$ cat config.mk
export PLATFORM = sky130hd
export DESIGN_NAME = fetch_unit_flat
export DESIGN_NICKNAME = d
export VERILOG_FILES = /design/src/rtl/fetch_unit_if.sv /design/src/rtl/fetch_unit.sv /design/src/flat_wrapper.sv
export SDC_FILE = /design/constraint.sdc
export NUM_CORES = 1
export LEC_CHECK = 0
export CAP_MARGIN = 0
export CORE_MARGIN = 8
export CORE_UTILIZATION = 47
export CTS_CLUSTER_DIAMETER = 100
export DETAILED_ROUTE_END_ITERATION = 8
export HOLD_SLACK_MARGIN = 0.08
export PLACE_DENSITY_LB_ADDON = 0.2
export SLEW_MARGIN = 40
export SYNTH_ARGS = -nofsm -noshare
export SYNTH_HDL_FRONTEND = slang
export SYNTH_SLANG_ARGS = --single-unit
$ cat constraint.sdc
create_clock -name clk -period 2.51 [get_ports clk]
set_clock_uncertainty 0.15 [all_clocks]
set_input_delay 0.502 -clock clk [delete_from_list [all_inputs] [get_ports clk]]
set_output_delay 0.502 -clock clk [all_outputs]
set_load 0.005 [all_outputs]
$ cat src/rtl/fetch_unit_if.sv
`default_nettype none
// ============================================================================
// Module   : fetch_unit_if
// Brief    : Instruction-memory and decode-side signals of the fetch stage.
// Revision : 1.0  initial release
// ============================================================================
interface fetch_unit_if;
    logic        imem_req;
    logic [15:0] imem_addr;
    logic        imem_ack;
    logic [15:0] imem_rdata;
    logic        stall;
    logic        redirect;
    logic [15:0] redirect_pc;
    logic [15:0] instr;
    logic [2:0]  opcode;
    logic [15:0] instr_pc;
    logic        instr_valid;

    modport master (
        output imem_req, imem_addr,
        input  imem_ack, imem_rdata,
        input  stall, redirect, redirect_pc,
        output instr, opcode, instr_pc, instr_valid
    );

    modport slave (
        input  imem_req, imem_addr,
        output imem_ack, imem_rdata,
        output stall, redirect, redirect_pc,
        input  instr, opcode, instr_pc, instr_valid
    );
endinterface
`default_nettype wire

$ cat src/rtl/fetch_unit.sv
`default_nettype none
// ============================================================================
// Module   : fetch_unit
// Brief    : Instruction fetch stage. Holds the PC, reads instruction memory
//            over req/ack, presents the registered instruction to decode
//            under valid/stall and handles jump/branch redirects.
//            Optional one-entry prefetch buffer: define FETCH_PREFETCH_EN.
// Revision : 1.0  initial release
// ============================================================================
module fetch_unit #(
    parameter logic [15:0] RESET_PC = 16'h0000,
    parameter logic [15:0] PC_STEP  = 16'd1
) (
    input  logic         clk,
    input  logic         reset,
    fetch_unit_if.master bus
);
    localparam logic [1:0] c_st_fetch = 2'd0;
    localparam logic [1:0] c_st_valid = 2'd1;
    localparam logic [1:0] c_st_drain = 2'd2;

    logic [1:0]  r_state;
    logic [1:0]  w_state_nxt;
    logic        r_armed;
    logic [15:0] r_pc;
    logic [15:0] r_drain_addr;
    logic [15:0] r_instr;
    logic [15:0] r_instr_pc;
    logic        r_instr_valid;
    logic        w_req;
    logic [15:0] w_addr;
    logic        w_hs;
    logic        w_pending;
`ifdef FETCH_PREFETCH_EN
    logic [15:0] r_buf;
    logic [15:0] r_buf_pc;
    logic        r_buf_valid;
`endif

    assign w_hs      = w_req & bus.imem_ack;
    assign w_pending = w_req & ~bus.imem_ack;

    always_ff @(posedge clk) begin
        if (reset) begin
            r_state <= c_st_fetch;
        end else begin
            r_state <= w_state_nxt;
        end
    end

    always_comb begin
        w_state_nxt = r_state;
        if (bus.redirect) begin
            // An unanswered request must still be drained before refetching.
            w_state_nxt = w_pending ? c_st_drain : c_st_fetch;
        end else begin
            case (r_state)
                c_st_fetch: if (w_hs) w_state_nxt = c_st_valid;
                c_st_valid: begin
`ifdef FETCH_PREFETCH_EN
                    if (!bus.stall && !r_buf_valid && !w_hs) w_state_nxt = c_st_fetch;
`else
                    if (!bus.stall) w_state_nxt = c_st_fetch;
`endif
                end
                c_st_drain: if (w_hs) w_state_nxt = c_st_fetch;
                default:    w_state_nxt = c_st_fetch;
            endcase
        end
    end

    // r_armed keeps the request low for the first cycle out of reset.
    always_comb begin
        w_req  = 1'b0;
        w_addr = r_pc;
        case (r_state)
            c_st_fetch: w_req = r_armed;
            c_st_drain: begin
                w_req  = 1'b1;
                w_addr = r_drain_addr;
            end
`ifdef FETCH_PREFETCH_EN
            c_st_valid: w_req = ~r_buf_valid;
`endif
            default:    w_req = 1'b0;
        endcase
    end

    always_ff @(posedge clk) begin
        if (reset) begin
            r_armed       <= 1'b0;
            r_pc          <= RESET_PC;
            r_drain_addr  <= RESET_PC;
            r_instr       <= 16'h0000;
            r_instr_pc    <= 16'h0000;
            r_instr_valid <= 1'b0;
`ifdef FETCH_PREFETCH_EN
            r_buf         <= 16'h0000;
            r_buf_pc      <= 16'h0000;
            r_buf_valid   <= 1'b0;
`endif
        end else begin
            r_armed <= 1'b1;
            if (bus.redirect) begin
                r_pc          <= bus.redirect_pc;
                r_instr_valid <= 1'b0;
                if (w_pending && (r_state != c_st_drain)) r_drain_addr <= r_pc;
`ifdef FETCH_PREFETCH_EN
                r_buf_valid   <= 1'b0;
`endif
            end else begin
                case (r_state)
                    c_st_fetch: begin
                        if (w_hs) begin
                            r_instr       <= bus.imem_rdata;
                            r_instr_pc    <= r_pc;
                            r_pc          <= r_pc + PC_STEP;
                            r_instr_valid <= 1'b1;
                        end
                    end
                    c_st_valid: begin
`ifdef FETCH_PREFETCH_EN
                        if (!bus.stall) begin
                            if (r_buf_valid) begin
                                r_instr     <= r_buf;
                                r_instr_pc  <= r_buf_pc;
                                r_buf_valid <= 1'b0;
                            end else if (w_hs) begin
                                // Empty buffer: the returning word goes straight to decode.
                                r_instr    <= bus.imem_rdata;
                                r_instr_pc <= r_pc;
                                r_pc       <= r_pc + PC_STEP;
                            end else begin
                                r_instr_valid <= 1'b0;
                            end
                        end else if (w_hs) begin
                            r_buf       <= bus.imem_rdata;
                            r_buf_pc    <= r_pc;
                            r_buf_valid <= 1'b1;
                            r_pc        <= r_pc + PC_STEP;
                        end
`else
                        if (!bus.stall) r_instr_valid <= 1'b0;
`endif
                    end
                    default: ;
                endcase
            end
        end
    end

    assign bus.imem_req    = w_req;
    assign bus.imem_addr   = w_addr;
    assign bus.instr       = r_instr;
    assign bus.opcode      = r_instr[15:13];
    assign bus.instr_pc    = r_instr_pc;
    assign bus.instr_valid = r_instr_valid;
endmodule
`default_nettype wire

$ cat src/flat_wrapper.sv
// flat-port wrapper written by rule: the top's interface ports become plain ports
module fetch_unit_flat 
#(
    parameter logic [15:0] RESET_PC = 16'h0000,
    parameter logic [15:0] PC_STEP  = 16'd1
)
  (clk, reset, bus_imem_req, bus_imem_addr, bus_imem_ack, bus_imem_rdata, bus_stall, bus_redirect, bus_redirect_pc, bus_instr, bus_opcode, bus_instr_pc, bus_instr_valid);
  fetch_unit_if bus_i ();
  input  logic clk;
  input  logic reset;
  output wire logic [$bits(bus_i.imem_req)-1:0] bus_imem_req;
  output wire logic [$bits(bus_i.imem_addr)-1:0] bus_imem_addr;
  input wire logic [$bits(bus_i.imem_ack)-1:0] bus_imem_ack;
  input wire logic [$bits(bus_i.imem_rdata)-1:0] bus_imem_rdata;
  input wire logic [$bits(bus_i.stall)-1:0] bus_stall;
  input wire logic [$bits(bus_i.redirect)-1:0] bus_redirect;
  input wire logic [$bits(bus_i.redirect_pc)-1:0] bus_redirect_pc;
  output wire logic [$bits(bus_i.instr)-1:0] bus_instr;
  output wire logic [$bits(bus_i.opcode)-1:0] bus_opcode;
  output wire logic [$bits(bus_i.instr_pc)-1:0] bus_instr_pc;
  output wire logic [$bits(bus_i.instr_valid)-1:0] bus_instr_valid;
  assign bus_imem_req = bus_i.imem_req;
  assign bus_imem_addr = bus_i.imem_addr;
  assign bus_i.imem_ack = bus_imem_ack;
  assign bus_i.imem_rdata = bus_imem_rdata;
  assign bus_i.stall = bus_stall;
  assign bus_i.redirect = bus_redirect;
  assign bus_i.redirect_pc = bus_redirect_pc;
  assign bus_instr = bus_i.instr;
  assign bus_opcode = bus_i.opcode;
  assign bus_instr_pc = bus_i.instr_pc;
  assign bus_instr_valid = bus_i.instr_valid;
  fetch_unit #(.RESET_PC(RESET_PC), .PC_STEP(PC_STEP)) u_core (.clk(clk), .reset(reset), .bus(bus_i));
endmodule
==> summary.txt <==
Run status
  – Status: complete, no violations

Worst setup path
  – Req. time, crit path: between 1500 and 2000 ps
  – Reg2Reg Depth: 5
  – Critical Path Fanout Max: 10
  – Critical path type: flop to output pin
  – Crit Reg-Reg Endpoint: u_core.r_pc[14]
  – Crit. Startpoint: u_core.r_state[0]
  – Crit Reg-Reg Startpoint: u_core.r_pc[0]
  – Setup crit end: bus_imem_addr[10]
  – Setup slack, reg-to-reg: 450 ps
  – Worst setup SP type: flop
  – Crit. End Element: output pin
  – Worst EP arrival: about 1800 ps

Drt
  – DR DRC count: 0
  – DRT Pass-1 Iters: 4
  – Antenna Nets Post-Route: 0
  – Starting DRT DRC Count: slightly below 90
  – Total Wirelength: about 7.6 mm
  – Vias: 2,655
  – Via-per-instance ratio: slightly above 5
  – Wirelength per Cell: ~15 um

Power
  – Sw Share: 0.2429
  – Sw Pwr: 0.0005556 W
  – Reg power frac: 0.508
  – Clock power share: 0.353
  – Leak: 1.477 nW
  – Pwr dens: between 500 and 600 nW/um^2
  – Part of the power in combinational logic: 0.140
  – Peak supply drop: around 0.00032 V
  – P_int: around 0.0017 W

Die
  – Row cnt: 29
  – Initial core utilization: 0.4814
  – CORE AREA: 6277 sq um
  – Io pins: 90
  – Die footprint: 9251 sq um
  – Die Width: 96.18 um
  – Die Y: 96.18 um

Hold path
  – Hold crit path type: flop to flop

Clock tree
  – Clock-pin slew on the worst setup and hold paths: around 70 ps
  – Num CTS Buffers: 9
  – CTS Root Cell: clkbuf_8
  – Post-cts hold buffer count: 0
  – Clk buf depth: 2
  – Num Clock Sinks: 68
  – Clk_lat worst skew: around 350 ps
  – CTS tree: done
  – CTS HTree Levels: 3
  – Setup bufs post-CTS: 0

Global route
  – First-pass GRT wire length: 12.17 mm
  – GRT overflow: 0
  – Total GRT Usage: 0.1662
  – Largest net degree at the start of global routing: 33
  – Initial antenna violation count: 0
  – Vias in the first global route: 2,533

Final layout
  – FF/Latch Area: approximately 1400 sq um
  – Multi-input gate area: 1489 sq um
  – ANT cells: 0
  – Final nets: 474
  – Final core occ: 0.6641
  – Fill cells: roughly 520
  – Fraction of layout cells with a size suffix above 1: 0.1344
  – Syn-to-layout area delta: 37.97%

Timing
  – Slew Limit Headroom: 0.7299
  – Slew Limit Fails: 0
  – Setup TNS: 0 ps
  – Final setup fails: 0
  – Period utilization: 0.9636
  – Actual slew at the worst max-slew pin: about 400 ps
  – FMAX: just over 0.4 GHz
  – Min cycle time layout: roughly 2400 ps
  – Final Hold Fails: 0
  – RSZ-0062 raised after global routing: false

Yosys
  – Top FF cell, synth: dfxtp_1
  – Sequential area share after synthesis: 0.4505
  – Yosys reg bits: just under 70
  – XOR/XNOR Fraction of Synth Area: 0.03188
  – Yosys warns: 0
  – Largest area contributor in the netlist: dfxtp_1
  – Syn nets: slightly below 400
  – Top post-synthesis cells by area: dfxtp_1 (45%), nand2_1 (9.2%), mux2_2 (6.0%)
  – Avg Synthesized Cell Area: slightly below 9 sq um
  – Synth Area in Compound Gates: 0.1039
  – Post-Syn Area: approximately 3000 sq um
  – Post-synthesis mux area share: 0.1159
  – Largest family of logic cells by synthesized area: simple AND/OR/NAND/NOR gates
  – Distinct cells, synth: 38
  – Mapped Cells: 349
  – Synth Area in Adders: 0.004141
  – Asr flop ratio synth: 0
  – Post-synth EDFFs: 0
  – Area share of the largest cell type after synthesis: 0.4505
  – Simple-Gate Fraction of Synth Area: 0.2335

Placement
  – Routability congestion estimate: between 0.7 and 0.8
  – Port bufs: 89
  – Post-DP HPWL: 5.502 mm

Run
  – Max_cap viols: 0
==> metal layers <==
layer | up-vias | wire length (um) | share of wire | track usage
met5 | - | 0 | 0 | 0
met3 | 10 | 758 | 0.10 | 0.05304
met4 | 0 | 114 | 0.015 | 0.08195
met1 | 1205 | 3258 | 0.43 | 0.1971
li1 | 1357 | - | - | -
met2 | 83 | 3422 | 0.45 | 0.2650
==> power groups by stage <==
stage	combinational, W	sequential, W	clock (W)
6_report	0.000320	0.00116	0.000806
5_1_grt	0.000351	0.00117	0.000869
2_1_floorplan	0.000164	0.00117	0
4_1_cts	0.000324	0.00116	0.000825
3_3_place_gp	0.000320	0.00118	0
3_5_place_dp	0.000322	0.00118	0
==> flip-flops by register name (all words and copies together) (netlist names) <==
signal	cells
u_core.bus.instr	16
u_core.r_state	2
u_core.r_pc	16
u_core.bus.instr_valid	1
u_core.r_drain_addr	16
u_core.r_armed	1
u_core.bus.instr_pc	16
==> cell type report <==
type / count / area share
clock buffers: 12 / 0.03962
inverters: 6 / 0.005402
multi-input cells: 244 / 0.3571
flip-flops and latches: 68 / 0.3265
repair buffers: 107 / 0.2458
clock inverters: 2 / 0.002401
well taps: 77 / 0.02311
==> critical path: stages, from the launching register on <==
cell	delay (ps)
dfxtp_1	330
nand2b_4	140
buf_6	150
mux2_2	340
clkdlybuf4s50_1	460
==> cell usage after synthesis, types with 3 or more instances <==
cell      count
nor2_1       35
a211oi_1     10
xnor2_1       9
nand2_1      74
nand4_1       4
clkbuf_1     20
mux2_2       16
nor3_1        8
nand2b_1      3
a31oi_1       3
buf_4         4
inv_1         5
dfxtp_1      68
nand3_1       4
mux2i_1      17
buf_6         3
a21oi_1      35
==> through the flow <==
step,instances,instance area [sq um],setup WS [ps],hold slack (ps),power [W]
2_1_floorplan,349,3022,495.2,302.7,0.001333
3_3_place_gp,502,3983,208.5,291.7,0.001502
3_5_place_dp,502,3983,151.8,297.0,0.001506
4_1_cts,516,4161,22.31,308.0,0.002310
5_1_grt,516,4169,9.084,317.7,0.002386
6_report,516,4169,91.39,302.0,0.002287
==> how the worst min path moves through the flow <==
stage	startpoint	endpoint	slack, ps	cells past startpoint
floorplan	u_core.bus.instr[0]	u_core.bus.instr[0]	300	2
global placement	u_core.bus.instr[1]	u_core.bus.instr[1]	290	2
detailed placement	u_core.bus.instr_pc[0]	u_core.bus.instr_pc[0]	300	2
CTS	u_core.bus.instr_pc[14]	u_core.bus.instr_pc[14]	310	2
global route	u_core.bus.instr_pc[13]	u_core.bus.instr_pc[13]	320	2
finish	u_core.bus.instr_pc[1]	u_core.bus.instr_pc[1]	300	2
==> placed cells by master (no fill, tap or decap), drive strengths merged, types with 2 or more instances in the layout <==
master / n
clkdlybuf4s50: 88
nand2: 74
dfxtp: 68
a21oi: 35
nor2: 35
buf: 19
mux2i: 17
mux2: 16
clkbuf: 12
a211oi: 10
xnor2: 9
nor3: 8
nor4: 6
inv: 5
nand4: 5
nand3: 4
a31oi: 3
nand2b: 3
clkinv: 3
o21ai: 2
a311oi: 2
xor2: 2
and3: 2
and4: 2
==> logic make-up after synthesis <==
group | Yosys count
buffers and inverters | 37
adders and majority gates | 1
muxes | 33
xor gates and xnor gates | 11
and+or+nand+nor | 145
AOI/OAI and AO/OA | 54
DFF | 68
==> what timing repair did <==
action | in CTS | in global routing
gates cloned | 0 | 0
endpoints found under the setup margin | 1 | 16
gates resized for setup | 1 | 1
hold endpoints to repair | 0 | 0
(Power assumes the default switching activity.)
